**src/rtl/ifq_pkg.sv**
```systemverilog
`default_nettype none
// +----------------------------------------------------------------------+
// | Module   : ifq_pkg                                                   |
// | Purpose  : Shared types and helpers for the instruction fetch queue. |
// | Revision : 1.0 - initial release                                     |
// +----------------------------------------------------------------------+
package ifq_pkg;

  // Fetch front-end operating state.
  typedef enum logic [1:0] {
    FETCH = 2'd0,
    TRAP  = 2'd1,
    HALT  = 2'd2
  } ifq_state_t;

  // One queue entry as seen by decode.
  typedef struct packed {
    logic        trap;
    logic [31:0] pc;
    logic [31:0] inst;
  } ifq_entry_t;

  // Pointer width for a power-of-two queue depth.
  function automatic int ptr_w(input int depth);
    return $clog2(depth);
  endfunction

endpackage : ifq_pkg
`default_nettype wire

```
**src/rtl/ifq_fifo.sv**
```systemverilog
`default_nettype none
// +----------------------------------------------------------------------+
// | Module   : ifq_fifo                                                  |
// | Purpose  : DEPTH-entry circular buffer of fetch entries with push,   |
// |            pop and clear; clear wins over push and pop.              |
// | Revision : 1.0 - initial release                                     |
// +----------------------------------------------------------------------+
module ifq_fifo
  import ifq_pkg::*;
#(
  parameter int DEPTH = 4
) (
  input  logic                      i_clk,
  input  logic                      i_rst,
  input  logic                      clear,
  input  logic                      push,
  input  ifq_entry_t                push_data,
  input  logic                      pop,
  output ifq_entry_t                head,
  output logic [ptr_w(DEPTH):0]     count,
  output logic                      empty
);

  localparam int PW = ptr_w(DEPTH);
  localparam int CW = PW + 1;
  localparam logic [CW-1:0] FULL_CNT = CW'(DEPTH);

  ifq_entry_t    mem [DEPTH];
  logic [PW-1:0] wr_ptr;
  logic [PW-1:0] rd_ptr;
  logic          do_push;
  logic          do_pop;

  assign empty   = (count == '0);
  assign do_pop  = pop && !empty;
  // A simultaneous pop frees a slot, so push is legal even when full.
  assign do_push = push && ((count != FULL_CNT) || do_pop);
  assign head    = mem[rd_ptr];

  // Entry storage; contents need no reset because count gates validity.
  always_ff @(posedge i_clk) begin
    if (do_push && !clear) begin
      mem[wr_ptr] <= push_data;
    end
  end

  // Pointers and occupancy; power-of-two depth lets pointers wrap freely.
  always_ff @(posedge i_clk) begin
    if (i_rst || clear) begin
      wr_ptr <= '0;
      rd_ptr <= '0;
      count  <= '0;
    end else begin
      if (do_push) wr_ptr <= wr_ptr + PW'(1);
      if (do_pop)  rd_ptr <= rd_ptr + PW'(1);
      count <= count + CW'(do_push) - CW'(do_pop);
    end
  end

endmodule : ifq_fifo
`default_nettype wire

```
**src/rtl/ifetch_queue.sv**
```systemverilog
`default_nettype none
// +----------------------------------------------------------------------+
// | Module   : ifetch_queue                                              |
// | Purpose  : Instruction fetch front end. Issues sequential requests   |
// |            to an in-order multi-cycle memory, buffers returned words |
// |            with their PC and hands them to decode via valid/ready.   |
// |            Redirects flush the queue and discard in-flight words;    |
// |            a misaligned target produces a single trap entry.         |
// | Options  : IFQ_BYPASS_EN - forward a response straight to the output |
// |            when the queue is empty (zero-cycle latency).             |
// | Revision : 1.0 - initial release                                     |
// +----------------------------------------------------------------------+
module ifetch_queue
  import ifq_pkg::*;
#(
  parameter logic [31:0] RESET_ADDR = 32'h0000_0000,
  parameter int          DEPTH      = 4
) (
  input  logic        i_clk,
  input  logic        i_rst,
  input  logic        i_redirect_valid,
  input  logic [31:0] i_redirect_pc,
  output logic        o_mem_req_valid,
  input  logic        i_mem_req_ready,
  output logic [31:0] o_mem_req_addr,
  input  logic        i_mem_rsp_valid,
  input  logic [31:0] i_mem_rsp_data,
  output logic        o_inst_valid,
  input  logic        i_inst_ready,
  output logic [31:0] o_inst,
  output logic [31:0] o_inst_pc,
  output logic        o_inst_trap
);

  localparam int CW = ptr_w(DEPTH) + 1;
  localparam int SW = CW + 1;

  ifq_state_t    state;
  ifq_state_t    state_next;

  logic [31:0]   fetch_pc;
  logic [31:0]   rsp_pc;
  logic [31:0]   trap_pc;
  logic [CW-1:0] outstanding;
  logic [CW-1:0] outstanding_next;
  logic [CW-1:0] drop;
  logic [SW-1:0] credit_sum;
  logic [31:0]   redirect_base;

  logic          req_valid;
  logic          req_fire;
  logic          rsp_ok;
  logic          keep;
  logic          bypass_ok;
  logic          bypass_taken;
  logic          out_valid;
  logic          out_pop;

  ifq_entry_t    push_entry;
  ifq_entry_t    fifo_head;
  ifq_entry_t    out_entry;
  logic [CW-1:0] fifo_count;
  logic          fifo_empty;
  logic          fifo_push;
  logic          fifo_pop;

  assign redirect_base = {i_redirect_pc[31:2], 2'b00};

  // Outstanding requests count against queue space so a response always fits.
  assign credit_sum = {1'b0, fifo_count} + {1'b0, outstanding};
  assign req_valid  = (state == FETCH) && (credit_sum < SW'(DEPTH)) && !i_redirect_valid;
  assign req_fire   = req_valid && i_mem_req_ready;

  // Responses with nothing outstanding are stray and ignored.
  assign rsp_ok           = i_mem_rsp_valid && (outstanding != '0);
  assign outstanding_next = outstanding + CW'(req_fire) - CW'(rsp_ok);
  assign keep             = rsp_ok && (drop == '0) && !i_redirect_valid;

  assign push_entry = '{trap: 1'b0, pc: rsp_pc, inst: i_mem_rsp_data};

`ifdef IFQ_BYPASS_EN
  assign bypass_ok = fifo_empty && (drop == '0) && !i_redirect_valid && rsp_ok && (state == FETCH);
`else
  assign bypass_ok = 1'b0;
`endif

  // Select what decode sees: pending trap, queue head, or a bypassed response.
  always_comb begin
    out_entry = fifo_head;
    out_valid = 1'b0;
    if (state == TRAP) begin
      out_entry = '{trap: 1'b1, pc: trap_pc, inst: 32'h0000_0000};
      out_valid = 1'b1;
    end else if (!fifo_empty) begin
      out_entry = fifo_head;
      out_valid = 1'b1;
    end else if (bypass_ok) begin
      out_entry = push_entry;
      out_valid = 1'b1;
    end
  end

  assign o_inst_valid = !i_rst && out_valid;
  assign o_inst       = out_entry.inst;
  assign o_inst_pc    = out_entry.pc;
  assign o_inst_trap  = out_entry.trap;

  assign o_mem_req_valid = !i_rst && req_valid;
  assign o_mem_req_addr  = fetch_pc;

  // A pop coinciding with a redirect is ignored; the queue is cleared anyway.
  assign out_pop      = o_inst_valid && i_inst_ready && !i_redirect_valid;
  assign bypass_taken = bypass_ok && out_pop;
  assign fifo_push    = keep && !bypass_taken;
  assign fifo_pop     = out_pop && (state != TRAP) && !fifo_empty;

  ifq_fifo #(
    .DEPTH     (DEPTH)
  ) u_fifo (
    .i_clk     (i_clk),
    .i_rst     (i_rst),
    .clear     (i_redirect_valid),
    .push      (fifo_push),
    .push_data (push_entry),
    .pop       (fifo_pop),
    .head      (fifo_head),
    .count     (fifo_count),
    .empty     (fifo_empty)
  );

  // State register.
  always_ff @(posedge i_clk) begin
    if (i_rst) begin
      state <= FETCH;
    end else begin
      state <= state_next;
    end
  end

  // Next state: redirects win from any state; popping the trap entry halts.
  always_comb begin
    state_next = state;
    if (i_redirect_valid) begin
      state_next = (i_redirect_pc[1:0] == 2'b00) ? FETCH : TRAP;
    end else if ((state == TRAP) && out_pop) begin
      state_next = HALT;
    end
  end

  // Fetch/response PCs and the request/discard counters.
  always_ff @(posedge i_clk) begin
    if (i_rst) begin
      fetch_pc    <= RESET_ADDR;
      rsp_pc      <= RESET_ADDR;
      trap_pc     <= RESET_ADDR;
      outstanding <= '0;
      drop        <= '0;
    end else begin
      outstanding <= outstanding_next;
      if (i_redirect_valid) begin
        fetch_pc <= redirect_base;
        rsp_pc   <= redirect_base;
        trap_pc  <= i_redirect_pc;
        // Everything still in flight after this cycle belongs to the old stream.
        drop     <= outstanding_next;
      end else begin
        if (req_fire) fetch_pc <= fetch_pc + 32'd4;
        if (keep)     rsp_pc   <= rsp_pc + 32'd4;
        if (rsp_ok && (drop != '0)) drop <= drop - CW'(1);
      end
    end
  end

  // Flag memory responses that arrive with nothing outstanding.
  always_ff @(posedge i_clk) begin
    if (!i_rst) begin
      assert (!(i_mem_rsp_valid && (outstanding == '0)));
    end
  end

endmodule : ifetch_queue
`default_nettype wire

```
**config.mk**
```make
export PLATFORM = sky130hd
export DESIGN_NAME = ifetch_queue
export DESIGN_NICKNAME = d
export VERILOG_FILES = /design/src/rtl/ifq_pkg.sv /design/src/rtl/ifq_fifo.sv /design/src/rtl/ifetch_queue.sv
export SDC_FILE = /design/constraint.sdc
export NUM_CORES = 1
export LEC_CHECK = 0
export ABC_AREA = 0
export CAP_MARGIN = 5
export CORE_ASPECT_RATIO = 0.6
export CORE_MARGIN = 2
export CORE_UTILIZATION = 55
export CTS_CLUSTER_DIAMETER = 150
export DETAILED_ROUTE_END_ITERATION = 12
export DONT_BUFFER_PORTS = 1
export PLACE_DENSITY = 0.7
export SLEW_MARGIN = 20
export SYNTH_ARGS = -nofsm -noshare
export SYNTH_HDL_FRONTEND = slang
export SYNTH_HIERARCHICAL = 1
export SYNTH_SLANG_ARGS = --single-unit
```
**constraint.sdc**
```tcl
create_clock -name i_clk -period 13.9 [get_ports i_clk]
set_input_delay 0.695 -clock i_clk [delete_from_list [all_inputs] [get_ports i_clk]]
set_output_delay 0.695 -clock i_clk [all_outputs]
set_load 0.02 [all_outputs]
```
---- Word-level counts from Yosys, hierarchy flattened ----
Memories as Yosys holds them, arrays and structs flattened. A register that Yosys moved wholly into a read port is not among the register bits.
Cells that the tools add are included.
word-level totals
  RAM bits ................................ 256
  memories ................................ 1
  output and inout port bits .............. 99
  input bits .............................. 70
  bits in latches ......................... 0
  ROM bits ................................ 0
  register bits after elaboration ......... 111
memory list
  name        depth  bits a word  read ports  clocked after Yosys merged registers in  wr ports  RTL line        text
  u_fifo.mem  4      64           1           1                                        1         ifq_fifo.sv:28  ifq_entry_t mem [DEPTH];
cells by class
  div/mod/pow operators ................... 0
  reduce and logical (&&, ||, !) cells .... 33
  $add $sub $neg .......................... 10
  bitwise gates (word level) .............. 0
  equal/unequal tests ..................... 3
  multiply operators ...................... 0
  shift-type cells ........................ 0
  muxes and demuxes ....................... 16
  $lt $le $gt $ge ......................... 1
operators by type and width
  operator                 count
  $mux W32                 4
  $mux W65                 1
  $add A32 B3 Y32 const B  2
  $logic_and A1 B1 Y1      17
  $mux W2                  4
  $reduce_bool A2 Y1       4
  $add A3 B1 Y3            2
  $logic_not A3 Y1         2
  $mux W3                  2
  $reduce_bool A3 Y1       2
  $sub A3 B1 Y3            2
  $mux W1                  5
  $add A2 B1 Y2 const B    2
  $add A3 B3 Y4            1
  $logic_not A2 Y1         2
  $lt A4 B3 Y1 const B     1
  $logic_not A1 Y1         3
  $ne A3 B3 Y1 const B     1
  $sub A3 B1 Y3 const B    1
  $eq A2 B1 Y1 const B     1
  $logic_or A1 B1 Y1       2
  $ne A2 B1 Y1 const B     1
  $reduce_or A2 Y1         1

---- Depth between registers and ports, before layout ----
Gate-level depths: netlist (run 1).
  depth after elaboration ................. 14
  gate-level depth with buffers ........... 14

---- Modules after synthesis ----
Netlist (run 1), hierarchy kept.
by module, submodules not included
  module        sequential area each (um2)  cells an instance  instances  area each (um2)
  ifq_fifo      7987.7                      387                1          9867.0
  ifetch_queue  2001.9                      656                1          5506.5

---- Worst setup path before layout (run 1) ----
Ideal clock, no wire load.
  kind .................................... input to register
  from .................................... input port i_redirect_valid
  to ...................................... memory u_fifo/mem[1][0] (netlist name) (enable)
  path slack .............................. 6.661 ns
  stages on the path ...................... 7
  path buffers ............................ 3
  library setup time ...................... 0.581 ns
  arrival ................................. 6.657 ns
  path through ............................ clkbuf_1 -> inv_1 -> clkbuf_1 -> clkbuf_1 -> and3_1 -> o41ai_4 -> nor3b_1
on the way
  elaborated cells between the ends (all ways) .. 11
RTL lines
  what                           RTL line            text
  start, declared                ifetch_queue.sv:21  input logic i_redirect_valid,
  $logic_not A1 Y1               ifetch_queue.sv:77  assign keep = rsp_ok && (drop == '0) && !i_redirect_valid;
  $logic_and A1 B1 Y1            ifetch_queue.sv:77
  via fifo_push                  ifetch_queue.sv:64  logic fifo_push;
  $logic_and A1 B1 Y1            ifq_fifo.sv:37      assign do_push = push && ((count != FULL_CNT) || do_pop);
  $logic_and A1 B1 Y1            ifq_fifo.sv:42      if (do_push && !clear) begin
  $mux W1                        ifq_fifo.sv:42
  $mux W1 (not written as such)  ifq_fifo.sv:43      mem[wr_ptr] <= push_data;
  end, declared                  ifq_fifo.sv:28
The timed path passes the listed nets, and every way through them passes these cells.

---- Worst setup path in the final report (run 1) ----
  from .................................... register u_fifo.count[2]
  to ...................................... register drop[2]
on the way
  longest elaborated chain between the ends .. 8
ends and longest elaborated chain
  what                              RTL line             text
  start, declared                   ifq_fifo.sv:20       output logic [ptr_w(DEPTH):0] count,
  start signal, assigned            ifq_fifo.sv:56       count <= count + CW'(do_push) - CW'(do_pop);
  $add A3 B3 Y4                     ifetch_queue.sv:70   assign credit_sum = {1'b0, fifo_count} + {1'b0, outstanding};
  $lt A4 B3 Y1                      ifetch_queue.sv:71   assign req_valid = (state == FETCH) && (credit_sum < SW'(DEPTH)) && !i_redirect_valid;
  $logic_and A1 B1 Y1 (2 in a row)  ifetch_queue.sv:71
  $logic_and A1 B1 Y1               ifetch_queue.sv:72   assign req_fire = req_valid && i_mem_req_ready;
  $add A3 B1 Y3                     ifetch_queue.sv:76   assign outstanding_next = outstanding + CW'(req_fire) - CW'(rsp_ok);
  $sub A3 B1 Y3                     ifetch_queue.sv:76
  $mux W3                           ifetch_queue.sv:160  if (i_redirect_valid) begin
  end signal, assigned              ifetch_queue.sv:165  drop <= outstanding_next;
  end signal, assigned              ifetch_queue.sv:169  if (rsp_ok && (drop != '0)) drop <= drop - CW'(1);
  end, declared                     ifetch_queue.sv:46   logic [CW-1:0] drop;
No other way between the ends.
A chain may end at the register's enable or synchronous reset.

==> impl_metrics.yaml, run 1 <==
run_status:
  status: "completed"
clock_network:
  post_cts_resized: 0
  postCtsSetupRepairBufs: 0
  clock_sinks: 369
  clk_pin_slew_ns: 0.07
  insertion_delay_ns: 0.52
  postCtsHoldBufs: 0
  cts_buffer_depth: 3
  cts_tree: "done"
  numCtsBuffers: 35
  cts_max_level: 2
  ctsRootBufferMaster: "clkbuf_16"
critical_path:
  crit_family: "adder cells"
  crit_path_start_kind: "flop"
  critPathBufInv: 3
  crit_type: "flop to flop"
  crit_fanout: 33
  cp_data_required_time_ns: 14.34
  critPathSlowestCell: "and4_1"
  critical-path-max-stage-delay_ns: 0.73
  worstPathCellList: "ha_1 > nor4_1 > and4_1 > inv_1 > ha_1 > inv_1 > ha_1 > inv_1 > fa_1 > xnor2_1 > a211oi_1"
  crit_arrival_ns: 4.33
  critPathCaptureType: "flop"
min_path:
  hold_class: "input pin to flop"
floorplanning:
  initial_core_util_pct: 55.86
  die_x_um: 219.8
  die_h_um: 133.5
  core.rowCount: 47
  die_area_mm2: 0.02935
  io_pins: 169
  coreArea_mm2: 0.02752
place:
  gp_congestion: 0.8121
  portBuffers: 0
  dp_cells: 1371
  hpwl_um: 21370
cells_and_area:
  drive_gt1_share_pct: 17.43
  fin_nets: 1127
  multi_input_area_mm2: 0.005071
  fillers: 2048
  instances_no_fill: 1435
  areaGrowthSynthToFinish_pct: 9.457
  seq_area_mm2: 0.009997
synth:
  ys.flop_type: "edfxtp_1"
  yosys.area.top_type_share_pct: 50.79
  synth_enable_flop_cells: 260
  synth_area_leaders: "edfxtp_1 (51%), dfxtp_1 (14%), mux4_2 (9.5%), mux2_2 (2.3%), xnor2_1 (1.9%)"
  async_flop_share_pct: 0
  avgSynthCellArea_um2: 14.74
  synthesis.area_mm2: 0.01537
  ys_ff_latch: 369
  synth_top_cell_by_area: "edfxtp_1"
  yosysUniqueCellTypes: 56
  yosys_warnings: 6
  syn_inst: 1043
  ys_seq_area_share_pct: 64.98
timing:
  hold_viol_final: 0
  drv_slew: 0
  hold_ws_ns: 0.2474
  finalSetupTns_ns: 0
  clock_skew_ns: 0.03129
  period_minus_slack_ns: 3.887
  rsz0062_at_grt: "no"
  period_share_pct: 27.96
  setup_violations: 0
  fmax_ghz: 0.2573
  tightest_slew_ns: 1.070
  slew_headroom_pct: 28.51
route:
  vias_per_cell: 6.138
  wirelength_um: 33930
  drt_pass1_iterations: 5
  vias: 8808
  drt_iter0_markers: 795
  drc: 0
  ant_nets: 0
  wl_per_cell_um: 23.64
global_routing:
  grt_pass1_vias: 8590
  grt_use_total_pct: 23.65
  gr-total-overflow: 0
  grt_pass1_wl_um: 52350
  grt_antenna_before_repair: 0
  grt_max_degree: 92
power:
  power.leakage_nw: 5.348
  power.density_mw_per_mm2: 141.3
  vdd_drop_max_v: 0.0001159
job:
  drv_cap: 0
-- path summary, 6_finish.rpt --
check / from / end / depth (start not counted) / slack [ns]
worst max-delay path: u_fifo/count[2]$_SDFF_PP0_ / drop[2]$_SDFFE_PP0P_ / 11 / 10.01
worst min-delay path: i_rst / trap_pc[25]$_SDFFE_PP0P_ / 1 / 0.25
worst max register to register: u_fifo/count[2]$_SDFF_PP0_ / drop[2]$_SDFFE_PP0P_ / 11 / 10.01
worst min register to register: trap_pc[27]$_SDFFE_PP0P_ / trap_pc[27]$_SDFFE_PP0P_ / 2 / 0.46
-- metal layers --
layer,vias up,global-route usage [%],routed length [um]
met3,43,7.626,3135
met1,4482,35.19,15310
met2,285,34.35,15030
li1,3998,-,-
met4,0,4.959,450
met5,-,0,0
-- final cells by class --
type | count | share of cell area [%]
flip-flops and latches | 369 | 59.41
clock inverters | 16 | 0.7584
repair buffers | 14 | 0.6246
clock buffers | 47 | 5.904
multi-input cells | 602 | 30.14
inverters | 19 | 0.4238
well taps | 367 | 2.729
diodes | 1 | 0.01487
-- power breakdown --
group | total [mW] | switching, mW | internal [mW] | leakage (nW)
sequential | 1.26 | 0.0448 | 1.22 | 3.26
combinational | 0.184 | 0.111 | 0.0727 | 1.53
clock | 0.931 | 0.391 | 0.540 | 0.556
total | 2.38 | 0.547 | 1.83 | 5.35
-- cell usage in the layout (no fill, tap or decap), types with 5 or more instances in the layout --
cell type	netlist	layout
dfxtp_1	109	107
a21boi_0	16	16
ha_1	14	14
a211oi_1	22	22
inv_1	18	17
nand3_1	20	20
buf_4	3	14
mux2_2	32	32
xnor2_1	34	34
xor2_1	10	10
o21a_1	7	7
or3_1	10	10
o21ai_0	19	19
or4_1	5	5
edfxtp_1	260	260
clkbuf_1	40	7
conb_1	1	14
nor3_1	17	17
a31oi_1	27	27
nand2_1	68	68
nor4_1	9	9
a21oi_1	33	33
clkinv_2	0	9
nor2_1	51	50
mux4_2	65	65
nand4_1	19	19
and4_1	6	6
mux2i_1	17	17
and2_1	38	38
nor4_2	5	5
clkbuf_16	0	37
-- metrics by stage --
step / instance area, um2 / util (%) / setup WS [ns] / power [mW]
2_1_floorplan: 15420 / - / 6.661 / 1.429
3_3_place_gp: 15700 / 57.05 / 10.26 / 1.464
3_5_place_dp: 15700 / 57.05 / 10.06 / 1.471
4_1_cts: 16820 / 61.12 / 10.02 / 2.404
5_1_grt: 16820 / 61.13 / 9.717 / 2.469
6_report: 16830 / 61.14 / 10.01 / 2.378
-- cell families after synthesis --
| group | share of synthesized area [%] |
|---|---|
| AND/OR/NAND/NOR | 9.652 |
| AO/OA/AOI/OAI | 5.949 |
| XOR/XNOR | 2.507 |
| adder cells (fa/ha/maj) | 1.400 |
| buffers and inverters | 2.515 |
| flip-flops | 64.98 |
| other | 0.02439 |
| multiplexers | 12.97 |
-- synthesized netlist by cell type, types with 20 or more instances --
cell      number
edfxtp_1     260
xnor2_1       34
mux2_2        32
a211oi_1      22
a31oi_1       27
mux4_2        65
dfxtp_1      109
a21oi_1       33
nand3_1       20
and2_1        38
nand2_1       68
clkbuf_1      40
nor2_1        51
-- flip-flops by register name (all words and copies together) (netlist names), named ones only --
register	flops
state	2
u_fifo/count	3
drop	3
o_mem_req_addr	30
u_fifo/wr_ptr	2
rsp_pc	30
u_fifo/rd_ptr	2
outstanding	3
u_fifo/mem	260
trap_pc	32
Note: power is estimated with default switching activity, not from simulation.
==> run 2: changes to the inputs <==
Clock period 13.9 ns to 4 ns, I/O delays scaled along.
==> run 2 against run 1 <==
Sequential share of layout area down 3.0 points. Via count increased by 3.6%. Worst setup slack worse by 9.2 ns. Routed wire length increased by 7.5%. Hold slack got worse by 0.21 ns. Flip-flop and latch count did not move. Die area unchanged. Global-route usage increased by 1.6 points. Critical path depth is 1 higher. First-iteration DRC count rose by 28%. Largest cell class unchanged.
==> impl_metrics.yaml, run 2 (same netlist as run 1, synthesis figures left out) <==
run_status:
  status: "completed"
route:
  wl_per_cell_um: 24.21
  wirelength_um: 36460
  ant_nets: 0
  drt_iter0_markers: 1021
  vias: 9124
  vias_per_cell: 6.058
  drc: 0
  drt_pass1_iterations: 5
timing:
  hold_viol_final: 0
  period_minus_slack_ns: 3.170
  fmax_ghz: 0.3154
  hold_ws_ns: 0.03843
  setup_violations: 0
  rsz0062_at_grt: "no"
  period_share_pct: 79.26
  tightest_slew_ns: 1.042
  drv_slew: 0
  slew_headroom_pct: 30.35
  clock_skew_ns: 0.02003
cells_and_area:
  final_cell_mix: "edfxtp_1 (260), dfxtp_1 (107), nand2_1 (68)"
  final_common_cell: "edfxtp_1"
  areaGrowthSynthToFinish_pct: 15.21
  top_register: "u_fifo/mem"
  post-route-cell-area_mm2: 0.01771
  instances_no_fill: 1506
  top_regs: "u_fifo/mem (260), trap_pc (32)"
  fillers: 2036
  drive_gt1_share_pct: 16.52
  largest_reg_flops: 260
  fin_nets: 1199
power:
  p_sw_mw: 2.001
  p_sw_share_pct: 23.20
  internal_power_mw: 6.623
  vdd_drop_max_v: 0.0004169
  power.leakage_nw: 5.740
  pwr-share-comb_pct: 8.9
  power.density_mw_per_mm2: 486.9
  clkPwrFrac_pct: 40.2
  seq_power_share_pct: 50.8
critical_path:
  crit_fanout: 7
  cp_data_required_time_ns: 4.42
  ff2ff_setup_slack_ns: 0.83
  worst_r2r_path_depth: 12
  crit_arrival_ns: 3.59
  critPathCaptureType: "flop"
  crit_type: "flop to flop"
  rr_startpoint: "u_fifo/count[1]$_SDFF_PP0_"
  rr_endpoint: "u_fifo/count[2]$_SDFF_PP0_"
  crit_path_start_kind: "flop"
floorplanning:
  coreArea_mm2: 0.02752
  initial_core_util_pct: 55.86
  die_area_mm2: 0.02935
  io_pins: 169
  core.rowCount: 47
  die_x_um: 219.8
  die_h_um: 133.5
clock_network:
  clk_pin_slew_ns: 0.07
  clock_sinks: 369
  cts_buffer_depth: 3
  cts_max_level: 2
  numCtsBuffers: 35
  insertion_delay_ns: 0.53
  ctsRootBufferMaster: "clkbuf_16"
  cts_tree: "done"
global_routing:
  grt_pass1_wl_um: 54700
  grt_max_degree: 93
  grt_pass1_vias: 8861
  grt_antenna_before_repair: 2
  grt_use_total_pct: 25.24
  gr-total-overflow: 0
place:
  gp_congestion: 0.7735
  portBuffers: 0
  dp_cells: 1374
  hpwl_um: 21550
  place_area_mm2: 0.01578
min_path:
  hold_depth: 2
  min_to: "o_mem_req_addr[5]$_SDFFE_PP0P_"
  hp-start: "i_redirect_pc[5]"
  hold_class: "input pin to flop"
job:
  drv_cap: 0
## run 2: how the worst max path moves through the flow
| stage | start | end |
|---|---|---|
| after floorplan | state[1]$_SDFFE_PP0P_ | u_fifo/mem[1][0]$_DFFE_PP_ |
| after global placement | u_fifo/count[1]$_SDFF_PP0_ | u_fifo/count[2]$_SDFF_PP0_ |
| after detailed placement | u_fifo/count[1]$_SDFF_PP0_ | u_fifo/count[2]$_SDFF_PP0_ |
| after CTS | u_fifo/count[1]$_SDFF_PP0_ | drop[2]$_SDFFE_PP0P_ |
| after global routing | u_fifo/count[1]$_SDFF_PP0_ | drop[2]$_SDFFE_PP0P_ |
| final | u_fifo/count[1]$_SDFF_PP0_ | u_fifo/count[2]$_SDFF_PP0_ |
## run 2: timing repair
action	in CTS	in global routing
setup buffers	0	0
resized for setup	0	0
hold endpoints to repair	222	0
hold buffers	69	0
## run 2: power groups by stage
stage	clock network, mW	logic (mW)	registers, mW
3_5_place_dp	0	0.659	4.47
6_report	3.47	0.769	4.38
3_3_place_gp	0	0.651	4.46
5_1_grt	3.68	0.836	4.40
4_1_cts	3.53	0.769	4.38
2_1_floorplan	0	0.534	4.43
## run 2: stage by stage
step	worst slack [ns]	utilization [%]	setup TNS, ns	total power [mW]
2_1_floorplan	-0.4502	-	-112.56	4.962
3_3_place_gp	0.9187	57.35	0	5.109
5_1_grt	0.5344	64.35	0	8.916
6_report	0.8296	64.36	0	8.624
4_1_cts	0.8451	64.34	0	8.680
3_5_place_dp	0.8657	57.35	0	5.125
## run 2: final cells by class
cell class / instances / area [um2] / share of cell area [%]
Sequential cell: 369 / 9995 / 56.43
Multi-Input combinational cell: 602 / 5096 / 28.77
Clock buffer: 46 / 1001 / 5.651
Timing Repair Buffer: 86 / 890.9 / 5.030
Tap cell: 367 / 459.2 / 2.593
Clock inverter: 16 / 196.4 / 1.109
Inverter: 19 / 71.32 / 0.4027
Antenna cell: 1 / 2.502 / 0.01413
## run 2: routing by layer
layer | wire length [um] | vias up | part of all wire [%] | global-route usage [%]
li1 | - | 4127 | - | -
met1 | 16900 | 4634 | 46 | 40.18
met2 | 15650 | 327 | 43 | 35.05
met3 | 3504 | 36 | 9.6 | 6.758
met4 | 411 | 0 | 1.1 | 4.884
met5 | 0 | - | 0 | 0
## run 2: critical path, stage by stage (launching register included)
cell      delay, ns
dfxtp_1        0.40
nor3_1         0.34
nand3b_1       0.16
nor3_1         0.09
o41ai_4        0.69
ha_1           0.35
inv_1          0.05
ha_1           0.13
inv_1          0.05
fa_1           0.37
xnor2_1        0.15
xnor2_1        0.13
and2_1         0.16
==> run 3: changes to the inputs <==
Settings changed: PLACE_DENSITY 0.7 to 0.73.
Clock period 4 ns to 2.75 ns, I/O delays scaled along.
==> run 3 against run 2 <==
Final cell count increased by 1.7%. Clock skew decreased by 0.0013 ns. First-iteration DRC count decreased by 14%. Global-route usage decreased by 1.4 points. Critical endpoint unchanged. Worst setup slack got worse by 0.65 ns. Largest power group unchanged. Routed wire length decreased by 5.6%. Non-clock buffer count increased by 24. Combinational power increased by 52%. Critical path type unchanged. Clock power increased by 40%. Largest cell class unchanged. Sequential share of layout area decreased by 0.79 points. Highest routed layer unchanged.
==> impl_metrics.yaml, run 3 (same netlist as run 1, synthesis figures left out) <==
timing:
  setup_violations: 0
  fmax_ghz: 0.3895
  drv_slew: 0
  hold_ws_ns: 0.02222
  period_share_pct: 93.36
  tightest_slew_ns: 0.9469
  finalSetupTns_ns: 0
  clock_skew_ns: 0.01869
  slew_headroom_pct: 36.88
  hold_viol_final: 0
  period_minus_slack_ns: 2.568
  worst_slack_ns: 0.1825
place:
  pre_cts_ws_ns: 0.2155
  hpwl_um: 21330
  portBuffers: 0
  dp_cells: 1396
  gp_congestion: 0.8413
  place_area_mm2: 0.01606
cells_and_area:
  top_regs: "u_fifo/mem (260), trap_pc (32)"
  fin_nets: 1223
  post-route-cell-area_mm2: 0.01797
  top_register: "u_fifo/mem"
  drive_gt1_share_pct: 18.66
  finish.utilization_pct: 65.30
  areaGrowthSynthToFinish_pct: 16.90
  final_common_cell: "edfxtp_1"
  instances_no_fill: 1531
  final_cell_mix: "edfxtp_1 (260), dfxtp_1 (103), dlygate4sd3_1 (69)"
  largest_reg_flops: 260
clock_network:
  postCtsSetupRepairBufs: 0
  cts_tree: "done"
  cts_max_level: 2
  numCtsBuffers: 35
  clock_sinks: 369
  clk_pin_slew_ns: 0.06
  cts_buffer_depth: 3
  ctsRootBufferMaster: "clkbuf_16"
  insertion_delay_ns: 0.52
route:
  wirelength_um: 34420
  vias_per_cell: 6.031
  drt_iter0_markers: 880
  drc: 0
  wl_per_cell_um: 22.48
  ant_nets: 0
  drt_pass1_iterations: 5
  vias: 9234
floorplanning:
  die_area_mm2: 0.02935
  die_h_um: 133.5
  initial_core_util_pct: 55.86
  coreArea_mm2: 0.02752
  io_pins: 169
  die_x_um: 219.8
  core.rowCount: 47
critical_path:
  crit_path_start_kind: "flop"
  worstSetupEndpoint: "u_fifo/count[2]$_SDFF_PP0_"
  worst_r2r_path_depth: 12
  rr_startpoint: "u_fifo/count[1]$_SDFF_PP0_"
  rr_endpoint: "u_fifo/count[2]$_SDFF_PP0_"
  crit_type: "flop to flop"
  ff2ff_setup_slack_ns: 0.18
  critPathCaptureType: "flop"
  crit_fanout: 6
  cp_data_required_time_ns: 3.16
  crit_start: "u_fifo/count[1]$_SDFF_PP0_"
  crit_arrival_ns: 2.97
power:
  vdd_drop_max_v: 0.0004320
  finalPower_mw: 12.37
  power.density_mw_per_mm2: 688.1
  power.leakage_nw: 5.863
min_path:
  hold_class: "input pin to flop"
  hp-start: "i_redirect_valid"
global_routing:
  gr-total-overflow: 0
  grt_antenna_before_repair: 1
  grt_use_total_pct: 23.88
  grt_pass1_vias: 9147
  grt_pass1_wl_um: 53300
  grt_max_degree: 93
job:
  drv_cap: 0
run_status:
  status: "completed"
[run 3: changes by cell type in the layout (fill, tap and decap cells not counted), sizes merged]
cell,before,now
buf,19,41
bufinv,5,2
clkbuf,46,51
clkinv,11,8
clkinvlp,0,1
dlygate4sd3,67,69
inv,19,20
[run 3: how the worst min path moves through the flow]
stage	end	cells past startpoint
2_1_floorplan	u_fifo/count[1]$_SDFF_PP0_	1
5_1_grt	u_fifo/mem[0][36]$_DFFE_PP_	2
6_report	u_fifo/mem[0][37]$_DFFE_PP_	2
3_3_place_gp	u_fifo/count[1]$_SDFF_PP0_	1
4_1_cts	u_fifo/mem[0][36]$_DFFE_PP_	2
3_5_place_dp	u_fifo/count[1]$_SDFF_PP0_	1
[run 3: area by class of cell]
type	count	area (um2)
antenna	1	2.502
clock buffer	51	1044
clock inverter	12	110.1
fill	1950	9549
inverter	19	71.32
multi-input combinational	602	5122
sequential	369	10000
tap	367	459.2
timing repair buffer	110	1164
[run 3: metal layers]
layer	vias to the layer above	share of wire (%)	global-route usage, %
li1	4188	-	-
met4	0	2.0	6.413
met1	4609	46	36.08
met3	59	7.2	4.909
met2	378	45	35.59
met5	-	0	0
[run 3: worst max-delay path: stages, from the launching register on]
cell	delay, ns
dfxtp_2	0.43
nor3_2	0.07
nand3b_1	0.21
nor3_4	0.27
nor2b_1	0.21
ha_1	0.25
inv_1	0.05
ha_1	0.13
inv_1	0.05
fa_1	0.37
xnor2_1	0.14
xnor2_1	0.12
and2_1	0.15
[run 3: what timing repair did]
action | CTS | global route
hold buffers | 71 | 0
endpoints found under the hold margin | 245 | 0
setup endpoints to repair | 0 | 2
gates resized for setup | 0 | 2
[run 3: report_power, final]
group | total, mW | switching (mW) | internal, mW
clock | 4.85 | 2.02 | 2.83
combinational | 1.17 | 0.686 | 0.481
sequential | 6.35 | 0.193 | 6.16
